===== config.mk =====
export PLATFORM = sky130hd
export DESIGN_NAME = pipe_stage_reg
export DESIGN_NICKNAME = d
export VERILOG_FILES = /design/src/rtl/pipe_stage_reg.sv
export SDC_FILE = /design/constraint.sdc
export NUM_CORES = 1
export LEC_CHECK = 0
export BUFFER_PORTS_ARGS = -buffer_cell sky130_fd_sc_hd__clkbuf_2
export CAP_MARGIN = 20
export CORE_MARGIN = 4
export CORE_UTILIZATION = 49
export DETAILED_ROUTE_END_ITERATION = 16
export PLACE_DENSITY = 0.77
export SLEW_MARGIN = 20
export SYNTH_ARGS = -nofsm -noshare
export SYNTH_HDL_FRONTEND = slang
export SYNTH_SLANG_ARGS = --single-unit

===== constraint.sdc =====
create_clock -name clk -period 2.1 [get_ports clk]
set_clock_uncertainty 0.05 [all_clocks]
set_input_delay 0.42 -clock clk [delete_from_list [all_inputs] [get_ports clk]]
set_output_delay 0.42 -clock clk [all_outputs]
set_load 0.02 [all_outputs]

===== src/rtl/pipe_stage_reg.sv =====
// Generic pipeline-stage register: data + control bundles behind a
// valid/ready handshake, with synchronous flush and bubble insertion.
// SKID=1 adds a second entry so in_ready comes straight from a flop;
// SKID=0 keeps a single entry and forwards out_ready combinationally.
module pipe_stage_reg #(
  parameter int                DATA_W      = 64,
  parameter int                CTRL_W      = 24,
  parameter logic [CTRL_W-1:0] CTRL_BUBBLE = '0,
  parameter bit                SKID        = 1'b1
) (
  input  logic              clk,
  input  logic              rst,
  input  logic              flush,
  input  logic              in_valid,
  output logic              in_ready,
  input  logic [DATA_W-1:0] in_data,
  input  logic [CTRL_W-1:0] in_ctrl,
  output logic              out_valid,
  input  logic              out_ready,
  output logic [DATA_W-1:0] out_data,
  output logic [CTRL_W-1:0] out_ctrl,
  output logic [1:0]        occ
);

  // Encoding doubles as the occupancy count.
  typedef enum logic [1:0] {
    EMPTY = 2'd0,
    ONE   = 2'd1,
    FULL  = 2'd2
  } state_t;

  state_t              state, state_n;
  logic [DATA_W-1:0]   main_data, main_data_n;
  logic [CTRL_W-1:0]   main_ctrl, main_ctrl_n;
  logic                main_vld, main_vld_n;
  logic [DATA_W-1:0]   skid_data, skid_data_n;
  logic [CTRL_W-1:0]   skid_ctrl, skid_ctrl_n;
  logic                skid_vld, skid_vld_n;
  logic                accept, drain;

  assign accept = in_valid & in_ready;
  assign drain  = main_vld & out_ready;

  // Next-state and entry movement; flush overrides everything, including
  // a same-cycle accept (dropped) and stall.
  always_comb begin
    state_n     = state;
    main_data_n = main_data;
    main_ctrl_n = main_ctrl;
    main_vld_n  = main_vld;
    skid_data_n = skid_data;
    skid_ctrl_n = skid_ctrl;
    skid_vld_n  = skid_vld;
    if (flush) begin
      state_n     = EMPTY;
      main_vld_n  = 1'b0;
      main_ctrl_n = CTRL_BUBBLE;
      skid_vld_n  = 1'b0;
      skid_ctrl_n = CTRL_BUBBLE;
    end else begin
      case (state)
        EMPTY: begin
          if (accept) begin
            main_data_n = in_data;
            main_ctrl_n = in_ctrl;
            main_vld_n  = 1'b1;
            state_n     = ONE;
          end
        end
        ONE: begin
          if (drain && accept) begin
            main_data_n = in_data;
            main_ctrl_n = in_ctrl;
          end else if (drain) begin
            // Bubble: control forced safe, data left as-is.
            main_ctrl_n = CTRL_BUBBLE;
            main_vld_n  = 1'b0;
            state_n     = EMPTY;
          end else if (accept && SKID) begin
            skid_data_n = in_data;
            skid_ctrl_n = in_ctrl;
            skid_vld_n  = 1'b1;
            state_n     = FULL;
          end
        end
        FULL: begin
          // in_ready is low here, so only a drain can move anything.
          if (drain) begin
            main_data_n = skid_data;
            main_ctrl_n = skid_ctrl;
            skid_vld_n  = 1'b0;
            skid_ctrl_n = CTRL_BUBBLE;
            state_n     = ONE;
          end
        end
        default: begin
          state_n     = EMPTY;
          main_vld_n  = 1'b0;
          main_ctrl_n = CTRL_BUBBLE;
          skid_vld_n  = 1'b0;
        end
      endcase
    end
  end

  // Entry registers; skid regs get defined values so nothing unknown leaks.
  always_ff @(posedge clk or negedge rst) begin
    if (!rst) begin
      state     <= EMPTY;
      main_data <= '0;
      main_ctrl <= CTRL_BUBBLE;
      main_vld  <= 1'b0;
      skid_data <= '0;
      skid_ctrl <= CTRL_BUBBLE;
      skid_vld  <= 1'b0;
    end else begin
      state     <= state_n;
      main_data <= main_data_n;
      main_ctrl <= main_ctrl_n;
      main_vld  <= main_vld_n;
      skid_data <= skid_data_n;
      skid_ctrl <= skid_ctrl_n;
      skid_vld  <= skid_vld_n;
    end
  end

  generate
    if (SKID) begin : g_skid
      logic rdy_q;
      // Registered ready: mirrors "skid slot free" for the coming cycle.
      always_ff @(posedge clk or negedge rst) begin
        if (!rst) rdy_q <= 1'b1;
        else      rdy_q <= ~skid_vld_n;
      end
      assign in_ready = rdy_q;
    end else begin : g_noskid
      assign in_ready = ~main_vld | out_ready;
    end
  endgenerate

  assign out_valid = main_vld;
  assign out_data  = main_data;
  assign out_ctrl  = main_ctrl;
  assign occ       = state;

endmodule


==> results of run 1 <==
==> flip-flops by register name, summed over array words and instances, names as in the netlist <==
name / cells
skid_ctrl: 24
in_ready: 1
out_valid: 1
skid_vld: 1
out_ctrl: 24
skid_data: 64
occ: 2
out_data: 64
==> per-layer routing <==
layer	track usage	up-vias	part of all wire
met1	0.2470	2731	0.39
met4	0.05823	0	0.016
met2	0.3545	171	0.53
li1	-	2458	-
met5	0	-	0
met3	0.05386	23	0.062
==> cells in the final DEF (no fill, tap or decap), drive strengths merged, types with 2 or more instances in the layout <==
master / netlist / final
a21o: 3 / 3
a21oi: 5 / 5
a22oi: 24 / 24
buf: 21 / 27
bufinv: 0 / 4
clkbuf: 15 / 205
clkinvlp: 0 / 3
dfrtp: 180 / 180
inv: 25 / 27
mux2: 192 / 192
mux2i: 24 / 24
nand2: 53 / 53
nand4: 2 / 2
nor2: 3 / 3
nor2b: 2 / 2
o21ai: 25 / 25
o21bai: 3 / 3
==> tightest hold or removal path, delay by kind of cell <==
kind / cells / cell delay [ns]
buffers and inverters: 1 / 0.09
multiplexers: 1 / 0.06
AND/OR/NAND/NOR: 1 / 0.05
==> final cells by class <==
| cell class | count | area (sq um) | share of cell area |
|---|---|---|---|
| Multi-Input combinational cell | 348 | 3161 | 0.3167 |
| Sequential cell | 181 | 4532 | 0.4542 |
| Clock inverter | 10 | 167.7 | 0.01680 |
| Timing Repair Buffer | 211 | 1270 | 0.1273 |
| Tap cell | 216 | 270.3 | 0.02708 |
| Clock buffer | 22 | 484.2 | 0.04853 |
| Inverter | 25 | 93.84 | 0.009404 |
==> power by group through the flow <==
stage | registers [W] | clock network [W] | logic, W
after floorplan | 0.00627 | 0 | 0.00175
after global placement | 0.00552 | 0 | 0.00377
after detailed placement | 0.00564 | 0 | 0.00393
after CTS | 0.00559 | 0.00351 | 0.00396
after global routing | 0.00575 | 0.00368 | 0.00421
final | 0.00559 | 0.00344 | 0.00389
==> cells by family after synthesis <==
kind of cell	after synthesis	synth area share
buf+inv	61	0.03411
simple gates	68	0.03679
mux	216	0.3032
flops	181	0.5718
compound gates	64	0.05416
==> metrics by stage <==
stage / setup WS, ns / hold WS, ns / power, W / utilization / cells
2_1_floorplan: 0.01740 / 0.07441 / 0.008018 / - / 590
3_3_place_gp: 0.05192 / 0.3597 / 0.009289 / 0.5863 / 980
3_5_place_dp: -0.01118 / 0.3625 / 0.009572 / 0.5863 / 980
4_1_cts: 0.05873 / 0.1623 / 0.01306 / 0.6280 / 1013
5_1_grt: 0.0007783 / 0.1773 / 0.01364 / 0.6282 / 1013
6_report: 0.1104 / 0.1845 / 0.01292 / 0.6282 / 1013
==> what timing repair did <==
item / 4_1_cts / 5_1_grt
gates resized for setup: 0 / 2
hold buffers: 1 / 0
setup endpoints to repair: 0 / 29
setup buffers: 0 / 0
endpoints found under the hold margin: 45 / 0
==> path summary, 6_finish.rpt <==
kind	to	slack, ns	cells past startpoint
setup reg to reg	out_data[43]	0.11	5
setup / recovery	out_data[43]	0.11	5
hold reg to reg	out_ctrl[1]	0.44	2
max in group asynchronous	skid_data[63]	0.84	3
min in group asynchronous	out_ctrl[17]	0.48	2
hold / removal	skid_ctrl[21]	0.18	3
==> out/results.tsv, run 1 <==
metric	value	unit
outcome	finished clean	
number of synthesized flops with an enable pin	0	
CP bufs+invs	1	
GR Util All Layers	0.2024	
chip width	135.2	microns
min Tclk post-route	1.990	ns
final critical-path share of the clock period	0.9474	
switching pwr	0.004115	W
Routed Antenna Nets	0	
maximum vdd drop	0.7251	mV
Max Root-Sink Buffers	2	
htree depth	4	
Hold Crit Start	in_ctrl[21]	
hold crit path type	in2reg	
worst endpoint data arrival time	2.24	ns
overall via count from detail_route	5383	
sequence of cells on the critical path	nand2_1 > a211o_1 > a21oi_4 > buf_12 > mux2_2	
Least-Margin Pin Slew	0.5367	ns
Post-Synthesis Mean Instance Area	13.43	sq um
count leader, synth	mux2_2	
switch share	0.3186	
largest net degree at the start of global routing	60	
Primary FF master, synth	dfrtp_1	
CP Capture Type	register	
Synth top area share	0.5685	
total gr overflow	0	
Area Overhead vs Synth	25.93	%
first-pass GRT wire length	29.46	mm
Synth Instances	590	
FMAX	502.6	MHz
Netlist cell types	33	
CP Launch Type	register	
design area	0.009978	sq mm
Max Cap Viol	0	
CTS tree	yes	
PortBufs	184	
setup TNS	0	ns
first-pass detailed-route iteration total	4	
Crit Path Max Fanout	36	
Starting Density	0.4988	
clk slew on worst S/H paths	0.07	ns
Final nets	877	
Pleak	4.699	nW
register bit total from synthesis	181	
vias in the first global route	5846	
vias per cell	5.314	
# rows	46	
gp weighted congestion	0.8407	
top cells by count, synth	mux2_2, dfrtp_1, nand2_1, inv_1	
Critical Path Start	in_ready	
clock root buffer master	clkbuf_16	
Final setup viols	0	
Post-synth ARST share	1.000	
layout cells sized above 1	0.5496	
# IOs	185	
Syn Nets	683	
CTS Sinks	181	
WL final	17.89	mm
kind of critical path	reg2reg	
combinational share of power	0.301	
Clock power frac	0.266	
Int Power	0.008801	W
CP max stage cell	dfstp_2	
Hold Fails Final Rpt	0	
sequential share of the synthesized area	0.5718	
WL per Instance	17.66	microns
Reg power frac	0.433	
Slew Viols, Final	0	
DRC	0	
kind of cell adding the most delay to the critical path	flip-flops	
latest clock arrival within the worst-skew pair	0.42	ns
Ant. Diodes	0	
DIE AREA	0.01827	sq mm
largest area contributor in the netlist	dfrtp_1	
Core Area	0.01589	sq mm
RSZ-0062 raised after global routing	false	
worst stage delay on the critical path	0.54	ns
Die Ht	135.2	microns
Pwr per Cell Area	1294	mW/mm^2
antenna violations before repair	0	
Mapped Area	0.007924	sq mm
Crit path required time	2.35	ns
DP Area	0.009314	sq mm
largest cells by area after synthesis	dfrtp_1, mux2_2, mux2i_1	
Fillers	1252	
Iter 0 DRT Violations	304	
Slew HR	0.6422	
dpl hpwl	12.52	mm
worst r2r src	in_ready	
synth warn	0	
clock buffer count from CTS	17	
No activity file was read; power rests on OpenSTA's default activity.
==> inputs of run 2 (changes only) <==
Settings changed: CORE_MARGIN 4 to unset.
==> run 2 against run 1 <==
Critical path depth is 1 higher. Final cell count is 0.20% lower. Combinational power hardly changed. Critical path type unchanged. Largest cell class unchanged.
==> out/results.tsv, run 2 (synthesized netlist as in run 1, its figures left out) <==
metric	value	unit
outcome	finished clean	
# rows	46	
Routed Antenna Nets	0	
clock buffer count from CTS	17	
Pleak	4.682	nW
Iter 0 DRT Violations	201	
worst stage delay on the critical path	0.57	ns
# IOs	185	
Least-Margin Pin Slew	0.4080	ns
gp weighted congestion	0.8449	
RSZ-0062 raised after global routing	false	
final critical-path share of the clock period	0.9600	
CP bufs+invs	2	
first-pass detailed-route iteration total	4	
clock root buffer master	clkbuf_16	
Die Ht	129.2	microns
CTS Sinks	181	
CTS tree	yes	
first-pass GRT wire length	28.06	mm
Slew HR	0.7280	
CP Capture Type	register	
FMAX	496.0	MHz
kind of critical path	reg2reg	
hold crit path type	in2reg	
GR Util All Layers	0.2168	
setup TNS	0	ns
Area Overhead vs Synth	25.36	%
layout cells sized above 1	0.5497	
CP Launch Type	register	
antenna violations before repair	0	
Final setup viols	0	
WL per Instance	17.12	microns
vias in the first global route	5762	
Max Cap Viol	0	
sequence of cells on the critical path	nand2_1 > a211o_1 > a21oi_4 > buf_4 > clkbuf_16 > mux2_2	
commonest non-fill, non-tap cell in the layout	mux2_2	
worst hold slack	0.1850	ns
DRC	0	
clk slew on worst S/H paths	0.06	ns
chip width	129.2	microns
total gr overflow	0	
Crit Path Max Fanout	17	
WL final	17.31	mm
DIE AREA	0.01668	sq mm
kind of cell adding the most delay to the critical path	flip-flops	
largest net degree at the start of global routing	58	
Fillers	1211	
Starting Density	0.5006	
vias per cell	5.298	
htree depth	4	
Slew Viols, Final	0	
latest clock arrival within the worst-skew pair	0.42	ns
min Tclk post-route	2.016	ns
maximum vdd drop	0.7159	mV
Max Root-Sink Buffers	2	
dpl hpwl	11.74	mm
PortBufs	184	
overall via count from detail_route	5356	
Ant. Diodes	0	
Core Area	0.01583	sq mm
Crit path required time	2.35	ns
CP max stage cell	dfstp_2	
worst endpoint data arrival time	2.27	ns
most frequent cells in the layout	mux2_2, clkbuf_2, dfrtp_1	
Final nets	876	
Pwr per Cell Area	1284	mW/mm^2
Hold Fails Final Rpt	0	
run 2: cell count changes in the layout (fill, tap and decap cells not counted), sizes merged:
cell	delta
buf	-2
bufinv	-1
clkinv	+1
clkinvlp	-1
inv	+1
run 2: path summary, 6_finish.rpt:
path	startpoint	end	slack (ns)	cells past startpoint
worst max-delay path	in_ready	out_data[54]	0.08	6
worst min-delay path	in_ctrl[11]	skid_ctrl[11]	0.18	3
worst max register to register	in_ready	out_data[54]	0.08	6
worst min register to register	out_ctrl[15]	out_ctrl[15]	0.43	2
max in group asynchronous	rst	in_ready	0.88	3
min in group asynchronous	rst	out_ctrl[14]	0.43	2
run 2: through the flow:
stage | setup slack [ns] | cells | cell area, sq um | power (W) | utilization
5_1_grt | 0.02245 | 1011 | 9933 | 0.01344 | 0.6276
6_report | 0.08401 | 1011 | 9933 | 0.01275 | 0.6276
3_5_place_dp | 0.06445 | 976 | 9264 | 0.009507 | 0.5853
4_1_cts | 0.07271 | 1008 | 9889 | 0.01287 | 0.6248
3_3_place_gp | 0.09770 | 976 | 9264 | 0.009251 | 0.5853
2_1_floorplan | 0.01740 | 590 | 7925 | 0.008018 | -
run 2: cell type report:
class / instances / area (sq um) / area share
clock buffers: 21 / 470.5 / 0.04736
multi-input cells: 348 / 3153 / 0.3174
flip-flops and latches: 181 / 4533 / 0.4564
inverters: 25 / 93.84 / 0.009447
clock inverters: 10 / 145.1 / 0.01461
repair buffers: 210 / 1267 / 0.1276
well taps: 216 / 270.3 / 0.02721
run 2: where the power goes:
part	internal (W)	switching (W)
Sequential	0.00484	0.000727
Clock	0.00197	0.00132
Combinational	0.00184	0.00205
Total	0.00865	0.00410
run 2: timing repair:
| action | CTS | global route |
|---|---|---|
| resized for setup | 0 | 3 |
| endpoints found under the setup margin | 0 | 52 |
| hold endpoints to repair | 33 | 0 |
| hold buffers | 1 | 0 |
| buffers inserted | 0 | 2 |
run 2: per-layer routing:
metal / GRT usage / wire length, microns / vias up
li1: - / - / 2464
met1: 0.2570 / 7041 / 2719
met2: 0.3801 / 9039 / 150
met3: 0.05780 / 941 / 23
met4: 0.07543 / 283 / 0
met5: 0 / 0 / -
run 2: worst min-delay path: cells and delay by family:
| family | cells | cell delay [ns] |
|---|---|---|
| buffers and inverters | 1 | 0.09 |
| muxes | 1 | 0.06 |
| and+or+nand+nor | 1 | 0.05 |
